<file path="config.mk">
export PLATFORM = sky130hd
export DESIGN_NAME = byte_word_packer
export DESIGN_NICKNAME = d
export VERILOG_FILES = /design/src/rtl/byte_word_packer.sv
export SDC_FILE = /design/constraint.sdc
export NUM_CORES = 1
export LEC_CHECK = 0
export BUFFER_PORTS_ARGS = -buffer_cell sky130_fd_sc_hd__buf_2
export CAP_MARGIN = 20
export CORE_MARGIN = 2
export CORE_UTILIZATION = 56
export CTS_CLUSTER_SIZE = 14
export DETAILED_ROUTE_END_ITERATION = 10
export PLACE_DENSITY = 0.79
export SYNTH_ARGS = -nofsm -noshare
export SYNTH_HDL_FRONTEND = slang
export SYNTH_SLANG_ARGS = --single-unit
</file>
<file path="constraint.sdc">
create_clock -name clk -period 2.07 [get_ports clk]
set_input_delay 0.414 -clock clk [delete_from_list [all_inputs] [get_ports clk]]
set_output_delay 0.414 -clock clk [all_outputs]
set_load 0.05 [all_outputs]
</file>
<file path="src/rtl/byte_word_packer.sv">
// -----------------------------------------------------------------------------
// byte_word_packer
//
// Packs a stream of bytes into 32-bit words. Four accepted bytes form a full
// word; a flush pulse emits whatever partial word is in progress, zero-padded
// in the lanes that were never filled. A one-entry output register decouples
// the packer from the consumer and allows back-to-back words with no bubble.
//
// Parameters
//   BIG_ENDIAN_IN  1: first byte lands in out_data[31:24]
//                  0: first byte lands in out_data[7:0]
//
// Ports
//   clk        in   1   rising-edge clock
//   rst_n      in   1   asynchronous active-low reset
//   in_valid   in   1   in_data holds a byte
//   in_data    in   8   stream byte
//   in_ready   out  1   byte taken on an edge with in_valid && in_ready
//   flush      in   1   single-cycle pulse: emit partial word
//   out_valid  out  1   out_data / out_bytes hold a word
//   out_data   out  32  assembled word
//   out_bytes  out  3   number of valid bytes in out_data (1..4)
//   out_ready  in   1   word taken on an edge with out_valid && out_ready
//   words_out  out  16  wrapping count of output handshakes
//
// State table
//   state          | meaning
//   ST_EMPTY       | no bytes collected, cnt = 0
//   ST_FILL        | 1..3 bytes collected in the accumulator
//   ST_FLUSH_PEND  | flush seen while the output register was full; the
//                  | partial word waits for the current word to drain
// -----------------------------------------------------------------------------
module byte_word_packer #(
    parameter bit BIG_ENDIAN_IN = 1'b1
) (
    input  logic        clk,
    input  logic        rst_n,
    input  logic        in_valid,
    input  logic [7:0]  in_data,
    output logic        in_ready,
    input  logic        flush,
    output logic        out_valid,
    output logic [31:0] out_data,
    output logic [2:0]  out_bytes,
    input  logic        out_ready,
    output logic [15:0] words_out
);

    typedef enum logic [1:0] {
        ST_EMPTY      = 2'd0,
        ST_FILL       = 2'd1,
        ST_FLUSH_PEND = 2'd2
    } state_t;

    state_t      state_q, state_d;
    logic [1:0]  cnt_q, cnt_d;
    logic [31:0] acc_q, acc_d;

    logic        out_valid_q, out_valid_d;
    logic [31:0] out_data_q, out_data_d;
    logic [2:0]  out_bytes_q, out_bytes_d;
    logic [15:0] words_q, words_d;

    // Held low through reset and set on the first clock edge afterwards, so
    // in_ready stays 0 while reset is asserted and rises one edge later.
    logic        rdy_en_q;

    logic        out_free;
    logic        handshake;
    logic        accept;
    logic [31:0] acc_new;
    logic [1:0]  cnt_inc;
    logic [2:0]  bytes_inc;

    logic        load;
    logic [31:0] load_data;
    logic [2:0]  load_bytes;

    // Place byte number idx (arrival order) into its lane of the accumulator.
    // Unfilled lanes are always zero because the accumulator clears whenever
    // cnt returns to 0, so an OR is sufficient.
    function automatic logic [31:0] lane_insert(
        input logic [31:0] acc,
        input logic [1:0]  idx,
        input logic [7:0]  b
    );
        logic [4:0] sh;
        if (BIG_ENDIAN_IN) begin
            sh = {~idx, 3'b000};
        end else begin
            sh = {idx, 3'b000};
        end
        return acc | (32'(b) << sh);
    endfunction

    // The output register can take a new word when it is empty or when its
    // current word is being consumed on this same edge.
    assign out_free  = !out_valid_q || out_ready;
    assign handshake = out_valid_q && out_ready;

    assign in_ready  = rdy_en_q && (state_q != ST_FLUSH_PEND) &&
                       ((cnt_q != 2'd3) || out_free);
    assign accept    = in_valid && in_ready;

    assign acc_new   = lane_insert(acc_q, cnt_q, in_data);
    assign cnt_inc   = cnt_q + 2'd1;
    assign bytes_inc = {1'b0, cnt_q} + 3'd1;

    always_comb begin
        state_d    = state_q;
        cnt_d      = cnt_q;
        acc_d      = acc_q;
        load       = 1'b0;
        load_data  = acc_q;
        load_bytes = {1'b0, cnt_q};

        unique case (state_q)
            ST_EMPTY, ST_FILL: begin
                if (accept) begin
                    if (cnt_q == 2'd3) begin
                        // Fourth byte completes the word; any flush on this
                        // cycle is absorbed by the full-word emit.
                        load       = 1'b1;
                        load_data  = acc_new;
                        load_bytes = 3'd4;
                        cnt_d      = 2'd0;
                        acc_d      = '0;
                        state_d    = ST_EMPTY;
                    end else if (flush) begin
                        // The byte arriving with the flush is part of the
                        // partial word.
                        if (out_free) begin
                            load       = 1'b1;
                            load_data  = acc_new;
                            load_bytes = bytes_inc;
                            cnt_d      = 2'd0;
                            acc_d      = '0;
                            state_d    = ST_EMPTY;
                        end else begin
                            acc_d   = acc_new;
                            cnt_d   = cnt_inc;
                            state_d = ST_FLUSH_PEND;
                        end
                    end else begin
                        acc_d   = acc_new;
                        cnt_d   = cnt_inc;
                        state_d = ST_FILL;
                    end
                end else if (flush && (cnt_q != 2'd0)) begin
                    if (out_free) begin
                        load       = 1'b1;
                        load_data  = acc_q;
                        load_bytes = {1'b0, cnt_q};
                        cnt_d      = 2'd0;
                        acc_d      = '0;
                        state_d    = ST_EMPTY;
                    end else begin
                        state_d = ST_FLUSH_PEND;
                    end
                end
            end

            ST_FLUSH_PEND: begin
                // Further flushes are ignored; the partial word moves into the
                // output register on the edge the held word is consumed.
                if (handshake) begin
                    load       = 1'b1;
                    load_data  = acc_q;
                    load_bytes = {1'b0, cnt_q};
                    cnt_d      = 2'd0;
                    acc_d      = '0;
                    state_d    = ST_EMPTY;
                end
            end

            default: begin
                cnt_d   = 2'd0;
                acc_d   = '0;
                state_d = ST_EMPTY;
            end
        endcase
    end

    always_comb begin
        out_valid_d = out_valid_q && !out_ready;
        out_data_d  = out_data_q;
        out_bytes_d = out_bytes_q;
        if (load) begin
            out_valid_d = 1'b1;
            out_data_d  = load_data;
            out_bytes_d = load_bytes;
        end
    end

    assign words_d = words_q + {15'd0, handshake};

    always_ff @(posedge clk or negedge rst_n) begin
        if (!rst_n) begin
            state_q     <= ST_EMPTY;
            cnt_q       <= 2'd0;
            acc_q       <= '0;
            out_valid_q <= 1'b0;
            out_data_q  <= '0;
            out_bytes_q <= 3'd0;
            words_q     <= 16'd0;
            rdy_en_q    <= 1'b0;
        end else begin
            state_q     <= state_d;
            cnt_q       <= cnt_d;
            acc_q       <= acc_d;
            out_valid_q <= out_valid_d;
            out_data_q  <= out_data_d;
            out_bytes_q <= out_bytes_d;
            words_q     <= words_d;
            rdy_en_q    <= 1'b1;
        end
    end

    assign out_valid = out_valid_q;
    assign out_data  = out_data_q;
    assign out_bytes = out_bytes_q;
    assign words_out = words_q;

endmodule

</file>
# == Yosys cells after proc, flatten, opt, wreduce, memory -nomap -nowiden ==
# Index checks and enable logic that the tools add are counted.
# totals
wordCells,77
ff_bits,89
# op_classes
n_bitwise,2
n_eq_ne,8
n_mux,40
shifts,1
n_reduce_logical,15
n_addsub,3
# ops
operator,count
$mux W32,12
$pmux W32 S2,1
$or A32 B32 Y32,1
$shl A8 B5 Y32,1
$mux W2,12
$add A16 B1 Y16,1
$mux W3,5
$pmux W2 S2,2
$mux W1,7
$logic_and A1 B1 Y1,6
$ne A2 B2 Y1 const B,3
$ne A3 B3 Y1 const B,2
$eq A2 B2 Y1 const B,2
$add A2 B1 Y3 const B,1
$reduce_and A3 Y1,1
$add A2 B1 Y2 const B,1
$eq A2 B1 Y1 const B,1
$logic_not A1 Y1,2
$logic_not A2 Y1,1
$logic_or A1 B1 Y1,2
$not A2 Y2,1
$pmux W1 S2,1
$reduce_and A2 Y1,1
$reduce_bool A2 Y1,1
$reduce_or A2 Y1,1

# == Logic depth before layout (Yosys ltp) ==
# depth
word_depth,8
depth_mapped,8
mapped_depth_nobuf,8

# == Least setup slack after synthesis ==
# OpenSTA, ideal clock, no wires.
# synth_timing
path_kind,flip-flop to output port
startpoint,register cnt_q[0]
endpoint,output in_ready
path_stages_with_launch,4
arrival_ns,2.142
slack_ns,-0.486
path_cell_list,dfrtp_1 > ha_1 > and3b_1 > nor3b_1
# synth_via
elab_chain_cells,3
# synth_lines
item,line,source
"start, declared",56,"logic [1:0] cnt_q, cnt_d;"
"start signal, assigned",209,cnt_q <= cnt_d;
$ne A2 B2 Y1,102,((cnt_q != 2'd3) || out_free);
$logic_or A1 B1 Y1,102,
$logic_and A1 B1 Y1,101,assign in_ready = rdy_en_q && (state_q != ST_FLUSH_PEND) &&
"end, declared",40,"output logic in_ready,"
# Every way passes these cells.

# == Final worst setup path ==
# Same ends and word-level chain as after synthesis.

==> impl_results.md <==
- Critical path class: reg2out
- Clk sink count: 89
- Sequential cell area fraction in the yosys report: 54.42%
- Final ANT Viol Nets: 0
- Critical path endpoint category: output pin
- Commonest non-fill, non-tap cell in the layout: dfrtp_1
- Port bufs: 65
- Mean routed wirelength per cell: 15.66 um
- Global route total overflow: 0
- Avg Synthesized Cell Area: 10.71 um^2
- Skew-Pair Late Insertion Delay: 0.35 ns
- Nets: 469
- Tot Pwr: 6910 uW
- Initial core utilization: 57.04%
- CTS root buffer: clkbuf_8
- Hold WC Path Type: in2async
- Async SR Flop Fraction: 100.0%
- Area fraction in compound gates after synthesis: 13.02%
- Run status: finished with violations
- Critical path launch point type: flip-flop
- Share of cells above drive strength 1: 24.89%
- P_leak: 0.002334 uW
- Post-layout min period: 2.010 ns
- Core box area: 7176 um^2
- Worst IR Drop VDD: 0.8625 mV
- Number of global-route vias before repair: 3,004
- Slew HR: 59.30%
- Largest net degree at the start of global routing: 34
- Max Fclk: 497.6 MHz
- Routed WL: 8662 um
- DRC: 0
- Mapped Cells: 382
- Dpl cell area: 4599 um^2
- Synth Flop Type: dfrtp_1
- Total CTS buffers: 9
- Via-per-instance ratio: 5.613
- Chip height: 89.49 um
- DIE AREA: 8008 um^2
- Violated checks: negative hold slack
- Adder-Cell Fraction of Synth Area: 1.529%
- Initial antenna violation count: 0
- Clock slew at reported path FFs: 0.08 ns
- Cts hold-fix bufs: 0
- RSZ-0062 raised after global routing: false
- Max Cap Viol: 0
- Dpl hpwl: 5827 um
- Clock Skews: 0.008336 ns
- Pwr dens: 1439 nW/um^2
- Syn Nets: 400
- XOR/XNOR Fraction of Synth Area: 2.996%
- Pre-Repair DR Iteration Count: 4
- Row cnt: 31
- Data required, critical path: 1.66 ns
- FF+latch count, synth: 89
- Slew @ Worst Pin: 0.6093 ns
- CTS tree: built
- Non-Filler Cell Area, Final: 4801 um^2
- Final period util: 97.08%
- H-tree depth: 3
- Mapped Area: 4093 um^2
- Clk buf depth: 2
- Hold WS: -0.0007310 ns
- Final setup vio count: 0
- TNS Setup: 0 ns
- Chip width: 89.49 um
- DR iter-0 viols: 241
- Diodes inserted: 0
- Gpl congestion: 0.8295
- First-pass GRT wire length: 14,500 um
- Synth Area in Simple Gates: 12.56%
- DR vias: 3,104
- Synth-to-layout area growth: 17.30%
- Synth Warn #: 0
- Final hold vios: 2
- Multiplexer share of the synthesized area: 8.377%
- Top Ports: 66
- Gr usage total: 23.75%
- Number of synthesized flops with an enable pin: 0
- Most frequent cells in the layout: dfrtp_1 (88), buf_2 (63), inv_1 (38)
- Unique masters post-synth: 46
- CP max FO: 3
- Largest family of logic cells by synthesized area: compound AO/OA/AOI/OAI gates
- Worst EP arrival: 1.60 ns
- Max Slew Vio Count: 0
-- per-stage QoR --
step                      setup slack, ns  hold slack, ns  std cells  util, %
after global routing             0.003406         0.02514        553    66.91
after global placement             0.1384          0.3922        538    64.10
final                             0.06042      -0.0007310        553    66.91
after CTS                         0.02490         0.01077        552    66.73
after detailed placement          0.02558          0.3924        538    64.10
after floorplan                 -0.001068          0.1184        382        -
-- layer usage --
layer / part of all wire [%] / vias up / GRT usage, %
met4: 1.7 / 0 / 7.870
met1: 43 / 1530 / 31.56
li1: - / 1469 / -
met3: 5.1 / 16 / 4.894
met2: 50 / 89 / 39.12
met5: 0 / - / 0
-- flip-flops by register name, summed over array words and instances, names as in the netlist --
name and cells:
cnt_q 2, out_data 32, out_valid 1, rdy_en_q 1, words_out 16, state_q 2, acc_q 32, out_bytes 3
-- final timing paths --
path / from / end / slack [ns] / cells after the start
max: cnt_q[0]$_DFFE_PN0P_ / in_ready / 0.06 / 4
min: rst_n / out_data[21]$_DFFE_PN0P_ / -0.0007 / 1
max reg2reg: cnt_q[0]$_DFFE_PN0P_ / acc_q[14]$_DFFE_PN0P_ / 0.17 / 8
min reg2reg: words_out[15]$_DFF_PN0_ / words_out[15]$_DFF_PN0_ / 0.47 / 1
max in group asynchronous: rst_n / out_data[24]$_DFFE_PN0P_ / 1.49 / 2
min in group clk: flush / state_q[0]$_DFFE_PN0P_ / 0.38 / 2
-- worst max-delay path: stages (launching register included) --
cell,delay [ns]
dfrtp_1,0.39
ha_2,0.22
and3b_2,0.23
nor3b_2,0.23
buf_6,0.19
-- report_power, final --
part / internal [uW] / switching, uW / leakage [uW]
sequential: 2220 / 288 / 0.00119
combinational: 1010 / 2290 / 0.00105
clock: 522 / 575 / 0.0000943
-- cell type report --
| cell class | count | area (um^2) |
|---|---|---|
| clock buffer | 12 | 165.2 |
| clock inverter | 2 | 13.76 |
| fill | 576 | 2375 |
| inverter | 39 | 148.9 |
| multi-input combinational | 228 | 1594 |
| sequential | 89 | 2228 |
| tap | 99 | 123.9 |
| timing repair buffer | 84 | 526.8 |
-- synthesized netlist by cell type, types with 2 or more instances --
cell,count,area share (%)
dfrtp_1,89,54
inv_1,38,3.5
nor2_1,37,3.4
a21oi_1,32,3.9
mux2i_1,32,7.8
a41oi_1,24,5.1
nand2_1,13,1.2
xnor2_1,10,2.1
and3_1,9,1.4
a31oi_1,8,1.2
buf_1,8,0.73
clkbuf_1,8,0.73
nand3_1,8,0.98
buf_2,5,0.61
ha_1,5,1.5
buf_6,4,1.1
nand2b_1,4,0.61
nand4_1,4,0.61
nor3_1,4,0.49
xor2_1,4,0.86
nor2b_1,3,0.46
nor4b_2,3,1.1
mux2_1,2,0.55
nor3b_1,2,0.37
o21a_1,2,0.37
o21ai_0,2,0.24
o2bb2ai_1,2,0.43
o31ai_1,2,0.37
-- logic make-up (layout without fill, tap and decap cells) --
kind of cell / count (synthesis) / count (layout)
compound gates: 78 / 78
buf+inv: 65 / 137
xor+xnor: 14 / 14
fa+ha+maj: 5 / 5
flops: 89 / 89
other cells: 1 / 1
mux: 34 / 34
simple gates: 96 / 96
-- timing repair --
action,in CTS,in global routing
resized for setup,4,1
setup buffers,0,1
endpoints found under the setup margin,1,2
pin swaps,1,1
gates cloned,0,0
(Power assumes the default switching activity.)
